<file path="src/rtl/wash_pkg.sv">
// Shared definitions for the wash-done alarm: the alarm state encoding,
// default timing constants and small sizing helpers.
package wash_pkg;

    // Alarm sequencer states. The ST_ prefix keeps the labels apart from
    // the BEEP_ON / BEEP_OFF / GAP timing parameters of the top module.
    typedef enum logic [2:0] {
        ST_IDLE     = 3'd0,
        ST_BEEP_ON  = 3'd1,
        ST_BEEP_OFF = 3'd2,
        ST_GAP      = 3'd3,
        ST_HOLD     = 3'd4
    } alarm_state_t;

    // Default timing: 100 MHz system clock, 2 kHz buzzer tone.
    localparam int unsigned CLK_HZ        = 100_000_000;
    localparam int unsigned TONE_HZ       = 2000;
    localparam int unsigned DEF_TONE_HALF = CLK_HZ / (2 * TONE_HZ);

    // Width of a counter that must hold 0 .. n-1 (never narrower than 1 bit).
    function automatic int unsigned cnt_width(input int unsigned n);
        return (n > 1) ? $clog2(n) : 1;
    endfunction

    // Largest of three timer lengths, used to size the shared phase counter.
    function automatic int unsigned max3(input int unsigned a,
                                         input int unsigned b,
                                         input int unsigned c);
        int unsigned m;
        m = (a > b) ? a : b;
        return (m > c) ? m : c;
    endfunction

endpackage

</file>
<file path="src/rtl/tone_gen.sv">
// Square-wave tone generator for the piezo buzzer. While en is high the
// output toggles every TONE_HALF clocks, starting low; while en is low the
// counter and output are held clear so every beep starts from the same phase.
module tone_gen
    import wash_pkg::*;
#(
    parameter int unsigned TONE_HALF = DEF_TONE_HALF
) (
    input  logic clk,
    input  logic rst,
    input  logic en,
    output logic buzz
);

    localparam int unsigned TW = cnt_width(TONE_HALF);
    localparam logic [TW-1:0] HALF_LAST = TW'(TONE_HALF - 1);

    logic [TW-1:0] tone_cnt;
    logic          buzz_q;

    // Half-period counter and toggle flop, cleared whenever the tone is off.
    // NOTE: clocked state is written only with non-blocking assignments so
    // every flop samples pre-edge values and simulation matches the netlist.
    always_ff @(posedge clk or negedge rst) begin
        if (!rst) begin
            tone_cnt <= '0;
            buzz_q   <= 1'b0;
        end else if (!en) begin
            tone_cnt <= '0;
            buzz_q   <= 1'b0;
        end else if (tone_cnt == HALF_LAST) begin
            tone_cnt <= '0;
            buzz_q   <= ~buzz_q;
        end else begin
            tone_cnt <= tone_cnt + 1'b1;
        end
    end

    // en is itself a flop in the sequencer, so gating here silences the pin
    // on the very cycle the beep ends rather than one clock later.
    assign buzz = buzz_q & en;

endmodule

</file>
<file path="src/rtl/wash_done_alarm.sv">
// Wash-done alarm: on a rising edge of the controller's completion level it
// plays N_BEEPS tone beeps, lights the alarm LED while each beep sounds and
// keeps the finished LED on until done drops. A button ack silences it.
// Optional macro ALARM_REPEAT_EN: instead of stopping after one burst, wait
// GAP cycles and start a fresh burst, repeating until ack or done low.
module wash_done_alarm
    import wash_pkg::*;
#(
    parameter int unsigned TONE_HALF = DEF_TONE_HALF,
    parameter int unsigned BEEP_ON   = 30_000_000,
    parameter int unsigned BEEP_OFF  = 20_000_000,
    parameter int unsigned N_BEEPS   = 5,
    parameter int unsigned GAP       = 300_000_000
) (
    input  logic clk,
    input  logic rst,
    input  logic done,
    input  logic ack,
    output logic buzz,
    output logic alarm_led,
    output logic fin_led,
    output logic active
);

    localparam int unsigned PW = cnt_width(max3(BEEP_ON, BEEP_OFF, GAP));
    localparam int unsigned BW = $clog2(N_BEEPS + 1);

    localparam logic [PW-1:0] ON_LAST  = PW'(BEEP_ON - 1);
    localparam logic [PW-1:0] OFF_LAST = PW'(BEEP_OFF - 1);
`ifdef ALARM_REPEAT_EN
    localparam logic [PW-1:0] GAP_LAST = PW'(GAP - 1);
`endif
    localparam logic [BW-1:0] BEEPS    = BW'(N_BEEPS);

    alarm_state_t  state;
    alarm_state_t  nxt;
    logic [PW-1:0] phase_cnt;
    logic [BW-1:0] beep_cnt;
    logic          done_q;
    logic          armed;
    logic          rise;
    logic          sounding;
    logic          nxt_sounding;

    // A rise only counts once done has been seen low since reset, so a level
    // that is already high when reset releases never starts a burst.
    assign rise     = done & ~done_q & armed;
    assign sounding = (state == ST_BEEP_ON) || (state == ST_BEEP_OFF) || (state == ST_GAP);
    assign nxt_sounding = (nxt == ST_BEEP_ON) || (nxt == ST_BEEP_OFF) || (nxt == ST_GAP);

    // Next-state decision: timer expiries first, then ack, then done-low,
    // so the later assignments win in that priority order.
    // NOTE: nxt is assigned a default before any branch so no path leaves
    // it holding its old value, which would otherwise infer a latch.
    always_comb begin
        nxt = state;
        case (state)
            ST_IDLE: begin
                if (rise) nxt = ST_BEEP_ON;
            end
            ST_BEEP_ON: begin
                if (phase_cnt == ON_LAST) nxt = ST_BEEP_OFF;
            end
            ST_BEEP_OFF: begin
                if (phase_cnt == OFF_LAST) begin
                    if (beep_cnt < BEEPS) begin
                        nxt = ST_BEEP_ON;
                    end else begin
`ifdef ALARM_REPEAT_EN
                        nxt = ST_GAP;
`else
                        nxt = ST_HOLD;
`endif
                    end
                end
            end
`ifdef ALARM_REPEAT_EN
            ST_GAP: begin
                if (phase_cnt == GAP_LAST) nxt = ST_BEEP_ON;
            end
`endif
            ST_HOLD: begin
                nxt = ST_HOLD;
            end
            default: begin
                nxt = ST_IDLE;
            end
        endcase

        if (sounding && ack) nxt = ST_HOLD;
        if ((state != ST_IDLE) && !done) nxt = ST_IDLE;
    end

    // Sequencer registers: state, timers, edge detector and the decoded
    // outputs, which are taken from nxt so they line up with the new state.
    always_ff @(posedge clk or negedge rst) begin
        if (!rst) begin
            state     <= ST_IDLE;
            phase_cnt <= '0;
            beep_cnt  <= '0;
            done_q    <= 1'b0;
            armed     <= 1'b0;
            alarm_led <= 1'b0;
            fin_led   <= 1'b0;
            active    <= 1'b0;
        end else begin
            done_q <= done;
            if (!done) armed <= 1'b1;

            state <= nxt;

            if (nxt != state) begin
                phase_cnt <= '0;
            end else if (sounding) begin
                phase_cnt <= phase_cnt + 1'b1;
            end

            // A burst starts from IDLE or GAP with count 1; each further
            // beep within the burst bumps it. It stops at N_BEEPS.
            if ((nxt == ST_BEEP_ON) && (state != ST_BEEP_ON)) begin
                if (state == ST_BEEP_OFF) begin
                    beep_cnt <= beep_cnt + 1'b1;
                end else begin
                    beep_cnt <= BW'(1);
                end
            end

            alarm_led <= (nxt == ST_BEEP_ON);
            active    <= nxt_sounding;
            fin_led   <= (nxt != ST_IDLE);
        end
    end

    tone_gen #(
        .TONE_HALF (TONE_HALF)
    ) u_tone_gen (
        .clk  (clk),
        .rst  (rst),
        .en   (alarm_led),
        .buzz (buzz)
    );

endmodule
</file>
<file path="config.mk">
export PLATFORM = sky130hd
export DESIGN_NAME = wash_done_alarm
export DESIGN_NICKNAME = d
export VERILOG_FILES = /design/src/rtl/wash_pkg.sv /design/src/rtl/tone_gen.sv /design/src/rtl/wash_done_alarm.sv
export SDC_FILE = /design/constraint.sdc
export NUM_CORES = 1
export LEC_CHECK = 0
export CAP_MARGIN = 30
export CELL_PAD_IN_SITES_DETAIL_PLACEMENT = 1
export CELL_PAD_IN_SITES_GLOBAL_PLACEMENT = 1
export CORE_UTILIZATION = 44
export CTS_CLUSTER_DIAMETER = 120
export DETAILED_ROUTE_END_ITERATION = 8
export PLACE_DENSITY_LB_ADDON = 0.15
export SKIP_LAST_GASP = 1
export SLEW_MARGIN = 10
export SYNTH_ARGS = -nofsm -noshare
export SYNTH_HDL_FRONTEND = slang
export SYNTH_SLANG_ARGS = --single-unit
</file>
<file path="constraint.sdc">
create_clock -name clk -period 2.3 [get_ports clk]
set_input_delay 0.345 -clock clk [delete_from_list [all_inputs] [get_ports clk]]
set_output_delay 0.345 -clock clk [all_outputs]
set_load 0.02 [all_outputs]
</file>
## Yosys cells after proc, flatten, opt, wreduce, memory -nomap -nowiden

Index checks and enable logic that the tools add are counted.

| storage, ports and cells | value |
|---|---|
| output and inout port bits | 4 |
| flip-flop bits (word level) | 56 |
| input bits | 4 |

| cells by class | value |
|---|---|
| muxes and demuxes | 14 |
| add/subtract/negate cells | 3 |
| $lt $le $gt $ge | 1 |
| reductions and logical operators | 12 |
| bitwise gates (word level) | 5 |
| eq/ne operators | 13 |

Operators by type and width:

| operator | count |
|---|---|
| $eq 29x25->1 const B | 2 |
| $mux 29 | 2 |
| $mux 15 | 2 |
| $add 29x1->29 const B | 1 |
| $mux 3 | 7 |
| $add 15x1->15 const B | 1 |
| $eq 15x15->1 const B | 1 |
| $eq 3x2->1 const B | 4 |
| $pmux 3 s4 | 1 |
| $eq 3x1->1 const B | 2 |
| $reduce_bool 3->1 | 2 |
| $logic_or 1x1->1 | 4 |
| $add 3x1->3 const B | 1 |
| $and 1x1->1 | 3 |
| $eq 3x3->1 const B | 1 |
| $logic_and 1x1->1 | 3 |
| $logic_not 3->1 | 1 |
| $lt 3x3->1 const B | 1 |
| $ne 3x1->1 const B | 1 |
| $ne 3x3->1 | 1 |
| $mux 1 | 2 |
| $ne 2x1->1 const B | 1 |
| $not 1->1 | 2 |
| $reduce_bool 2->1 | 1 |
| $logic_not 1->1 | 1 |

## Logic depth before layout (Yosys ltp)

| depth | value |
|---|---|
| depth after elaboration | 10 |
| mapped depth | 10 |
| depth with buffers taken out | 7 |

## Modules after synthesis

From an unflattened synthesis, not the netlist that was laid out.

| second synthesis, totals | value |
|---|---|
| cell total of the unflattened synthesis | 306 |
| area, all modules | 2981.6 µm² |

By module, submodules not included:

| module | times used | area each (µm²) | cells an instance | seq. area each (µm²) |
|---|---|---|---|---|
| wash_done_alarm | 1 | 2165.8 | 228 | 1001.0 |
| tone_gen | 1 | 815.8 | 78 | 400.4 |

## Worst setup path after synthesis

Ideal clock, no wire load.

| timing path | value |
|---|---|
| path kind | reg-to-reg |
| start | register phase_cnt[10] |
| end | register phase_cnt[10] |
| buffers on the path | 2 |
| arrival | 2.175 ns |
| slack | 0.000 ns |
| stages on the path, launching flop included | 9 |
| path through | dfrtp_1 -> or4_1 -> or3_1 -> nor4_4 -> nor3b_1 -> nor3_2 -> buf_4 -> buf_6 -> nor3_1 |

| between the ends | value |
|---|---|
| cells in the longest elaborated chain, start to end | 7 |
| elaborated cells between the ends (all ways) | 12 |
| classes of those cells | 1 x add/sub; 3 x eq/ne; 7 x mux; 1 x reduce/logical |

RTL lines:

| item | line | RTL |
|---|---|---|
| from (decl) | wash_done_alarm.sv:37 | `logic [PW-1:0] phase_cnt;` |
| from (signal assigned) | wash_done_alarm.sv:115 | `phase_cnt <= phase_cnt + 1'b1;` |
| $eq 29x25->1, on equally long branches | wash_done_alarm.sv:65, wash_done_alarm.sv:62 |  |
| $mux 3, on equally long branches | wash_done_alarm.sv:65, wash_done_alarm.sv:62 |  |
| $pmux 3 s4 | wash_done_alarm.sv:57 | `case (state)` |
| $mux 3 | wash_done_alarm.sv:90 | `if (sounding && ack) nxt = ST_HOLD;` |
| $mux 3 | wash_done_alarm.sv:91 | `if ((state != ST_IDLE) && !done) nxt = ST_IDLE;` |
| $ne 3x3->1 | wash_done_alarm.sv:112 | `if (nxt != state) begin` |
| $mux 29 / $reduce_bool 2->1 (equally long branches) | n/a |  |

Parallel ways exist; a longest one is shown, timed or not. The select of a mux whose other input is x is not followed.
A chain may end at the register's enable or synchronous reset.

## Worst setup path in the final report

| timing path | value |
|---|---|
| start | register phase_cnt[11] |
| end | register phase_cnt[12] |

The elaborated chain is that of the path after synthesis.

==> metrics.md <==
| Metric | Value |
|---|---|
| Status | `finished with violations` |
| Failing checks | `setup timing` |
| DR DRC count | `0` |
| PortBufs | `7` |
| CP arrival | `2.54 ns` |
| Headroom to the max-slew limit | `51.7%` |
| Nets@finish | `346` |
| ANT nets after route | `0` |
| Worst VDD drop | `0.426 mV` |
| CP Cell Sequence | `or4_4 > or3_4 > nor4_4 > buf_4 > nor3b_2 > nor3_4 > buf_2 > nor3_1` |
| Slowest stage cell, crit path | `or4_4` |
| Fin. max-slew vios | `0` |
| Layout cell share with drive strength beyond 1 | `17.4%` |
| Post-Syn Instances | `304` |
| Clk sinks | `56` |
| I/O pins | `8` |
| RePlAce Congestion | `0.776` |
| Synth Register Bits | `56` |
| Tmin final | `2.33 ns` |
| Die Width | `84.0 µm` |
| Clk_lat worst skew | `0.32 ns` |
| RSZ-0062 raised after global routing | `true` |
| Slew at the pin closest to its max-slew limit | `0.725 ns` |
| Final hold viol count | `0` |
| Post-Synthesis Cell Area | `0.00296 mm²` |
| Crit path capture type | `flip-flop` |
| Leading cell type in the layout, fill and taps excluded | `dfrtp_1` |
| Layout Cells excl Fill | `417` |
| Largest fanout on the critical path | `5` |
| Worst Hold Class | `primary input to asynchronous set/reset pin` |
| GRT Total Usage | `20.8%` |
| Critical Path Max Stage Delay | `0.53 ns` |
| Placed cells | `400` |
| Post-synth top flop | `dfrtp_1` |
| Avg Cell Area, Syn | `9.72 µm²` |
| Clock Skews | `0.0105 ns` |
| Post-DP HPWL | `4.70 mm` |
| Synth-to-Final Area Change | `18.9%` |
| Vias | `2,361` |
| Post-synth top area cell | `dfrtp_1` |
| Most frequent cells in the layout | `dfrtp_1 (56), nor3_1 (40), buf_4 (27), nor2_1 (25), xor2_1 (25)` |
| Maxcap violations | `0` |
| GRT overflow | `0` |
| Num rows | `29` |
| Die area | `0.00705 mm²` |
| Starting density of the core | `46.0%` |
| Vias/cell | `5.66` |
| First-pass GRT wire length | `11.8 mm` |
| Root buffer selected by CTS | `clkbuf_8` |
| TritonCTS clock tree | `yes` |
| Final WS setup | `-0.0286 ns` |
| Synth area leaders | `dfrtp_1 (47%), xor2_1 (7.4%), nor3_1 (6.9%)` |
| Synth top area share | `47.4%` |
| WL/cell | `17.5 µm` |
| P_leak | `1.47 nW` |
| # H-tree levels | `2` |
| Diode count | `0` |
| Initial antenna violation count | `0` |
| Unique masters post-synth | `47` |
| Top delay family on crit path | `simple AND/OR/NAND/NOR gates` |
| Total power | `2.71 mW` |
| Synth warn | `0` |
| Clock transition at the registers of the reported paths | `0.10 ns` |
| WL final | `7.29 mm` |
| Buffer and inverter count on the worst path | `2` |
| Final setup vio count | `14` |
| FFs w/ async S/R, synth | `100%` |
| Die height | `84.0 µm` |
| DRT iter0 DRCs | `99` |
| Worst Path Required | `2.51 ns` |
| Period utilization | `101%` |
| Max Clk Rate | `429 MHz` |
| Number of global-route vias before repair | `2,426` |
| Synthesized Nets | `311` |
| Startpoint Class | `flip-flop` |
| Drt pass-1 iters | `4` |
| Max Buffers Root-to-Sink | `2` |
| FILL cells | `740` |
| Num CTS Buffers | `5` |
| Post-synth EDFFs | `0` |
| Critical path type | `flip-flop to flip-flop` |
| Pwr Density | `770 mW/mm²` |
| Maximum number of pins on one net before global-route repair | `57` |
| Sequential area share after synthesis | `47.4%` |
| CORE AREA | `0.00642 mm²` |
cell type report:
cell class              instances  area (µm²)  area share, %
clock buffers                   6        82.6           2.35
clock inverters                 2        18.8          0.534
inverters                       5        18.8          0.534
multi-input cells             229        1510           42.8
flip-flops and latches         56        1400           39.9
well taps                      77        96.3           2.74
repair buffers                 42         392           11.1
Yosys cell counts (all sizes together), types with 5 or more instances:
master / n
dfrtp: 56
nor3: 42
nor2: 26
xor2: 25
nand2: 22
xnor2: 17
nand3: 15
nand4: 13
and3: 9
buf: 9
and2: 6
nor4b: 6
o21ai: 6
clkbuf: 5
inv: 5
power breakdown:
part | total, mW | switching, mW | internal, mW
clock network | 0.600 | 0.347 | 0.253
logic | 0.967 | 0.552 | 0.415
registers | 1.14 | 0.0780 | 1.06
total | 2.71 | 0.978 | 1.73
path summary, 6_finish.rpt:
| path | startpoint | endpoint | slack [ns] | depth (start not counted) |
|---|---|---|---|---|
| worst min-delay path | rst | phase_cnt[17] | 0.17 | 2 |
| min in group clk | u_tone_gen.tone_cnt[0] | u_tone_gen.tone_cnt[0] | 0.47 | 1 |
| max in group asynchronous | rst | state[2] | 1.66 | 2 |
| worst min register to register | u_tone_gen.tone_cnt[0] | u_tone_gen.tone_cnt[0] | 0.47 | 1 |
| worst max-delay path | phase_cnt[11] | phase_cnt[12] | -0.03 | 8 |
| worst max register to register | phase_cnt[11] | phase_cnt[12] | -0.03 | 8 |
state kept, by name, summed over array words and instances, names as in the netlist:
name / cells
beep_cnt: 3
u_tone_gen.tone_cnt: 15
fin_led: 1
active: 1
armed: 1
phase_cnt: 29
u_tone_gen.buzz_q: 1
state: 3
alarm_led: 1
done_q: 1
cells by family (layout without fill, tap and decap cells):
| group | count (synthesis) | after routing | synth area share (%) |
|---|---|---|---|
| AOI/OAI and AO/OA | 19 | 19 | 5.00 |
| and+or+nand+nor | 163 | 163 | 30.0 |
| xor gates and xnor gates | 42 | 42 | 12.4 |
| muxes | 2 | 2 | 0.720 |
| buffers and inverters | 19 | 55 | 3.13 |
| DFF | 56 | 56 | 47.4 |
| adders and majority gates | 3 | 3 | 1.27 |
per-stage QoR:
stage	utilization, %	setup slack [ns]	hold slack (ns)	area, µm²	TNS (ns)
6_report	54.7	-0.0286	0.167	3510	-0.209
5_1_grt	54.7	-0.109	0.243	3510	-2.26
4_1_cts	52.6	0.0105	0.189	3380	0
3_5_place_dp	50.7	-0.140	0.460	3250	-3.64
3_3_place_gp	50.7	-0.0975	0.457	3250	-2.44
2_1_floorplan	-	0.000494	0.0494	2960	0
layer usage:
layer  part of all wire (%)  wire (µm)  track usage, %  vias up
met2                     49       3590            35.4       18
li1                       -          -               -     1138
met3                    2.3        166            2.97        6
met5                      0          0               0        -
met1                     48       3470            28.1     1199
met4                   0.78         57            4.70        0
repair_timing:
action,4_1_cts,5_1_grt
buffers inserted,1,4
gates cloned,0,4
hold buffers,0,0
endpoints found under the setup margin,32,32
resized for setup,4,8
pin swaps,5,2
(Power assumes the default switching activity.)
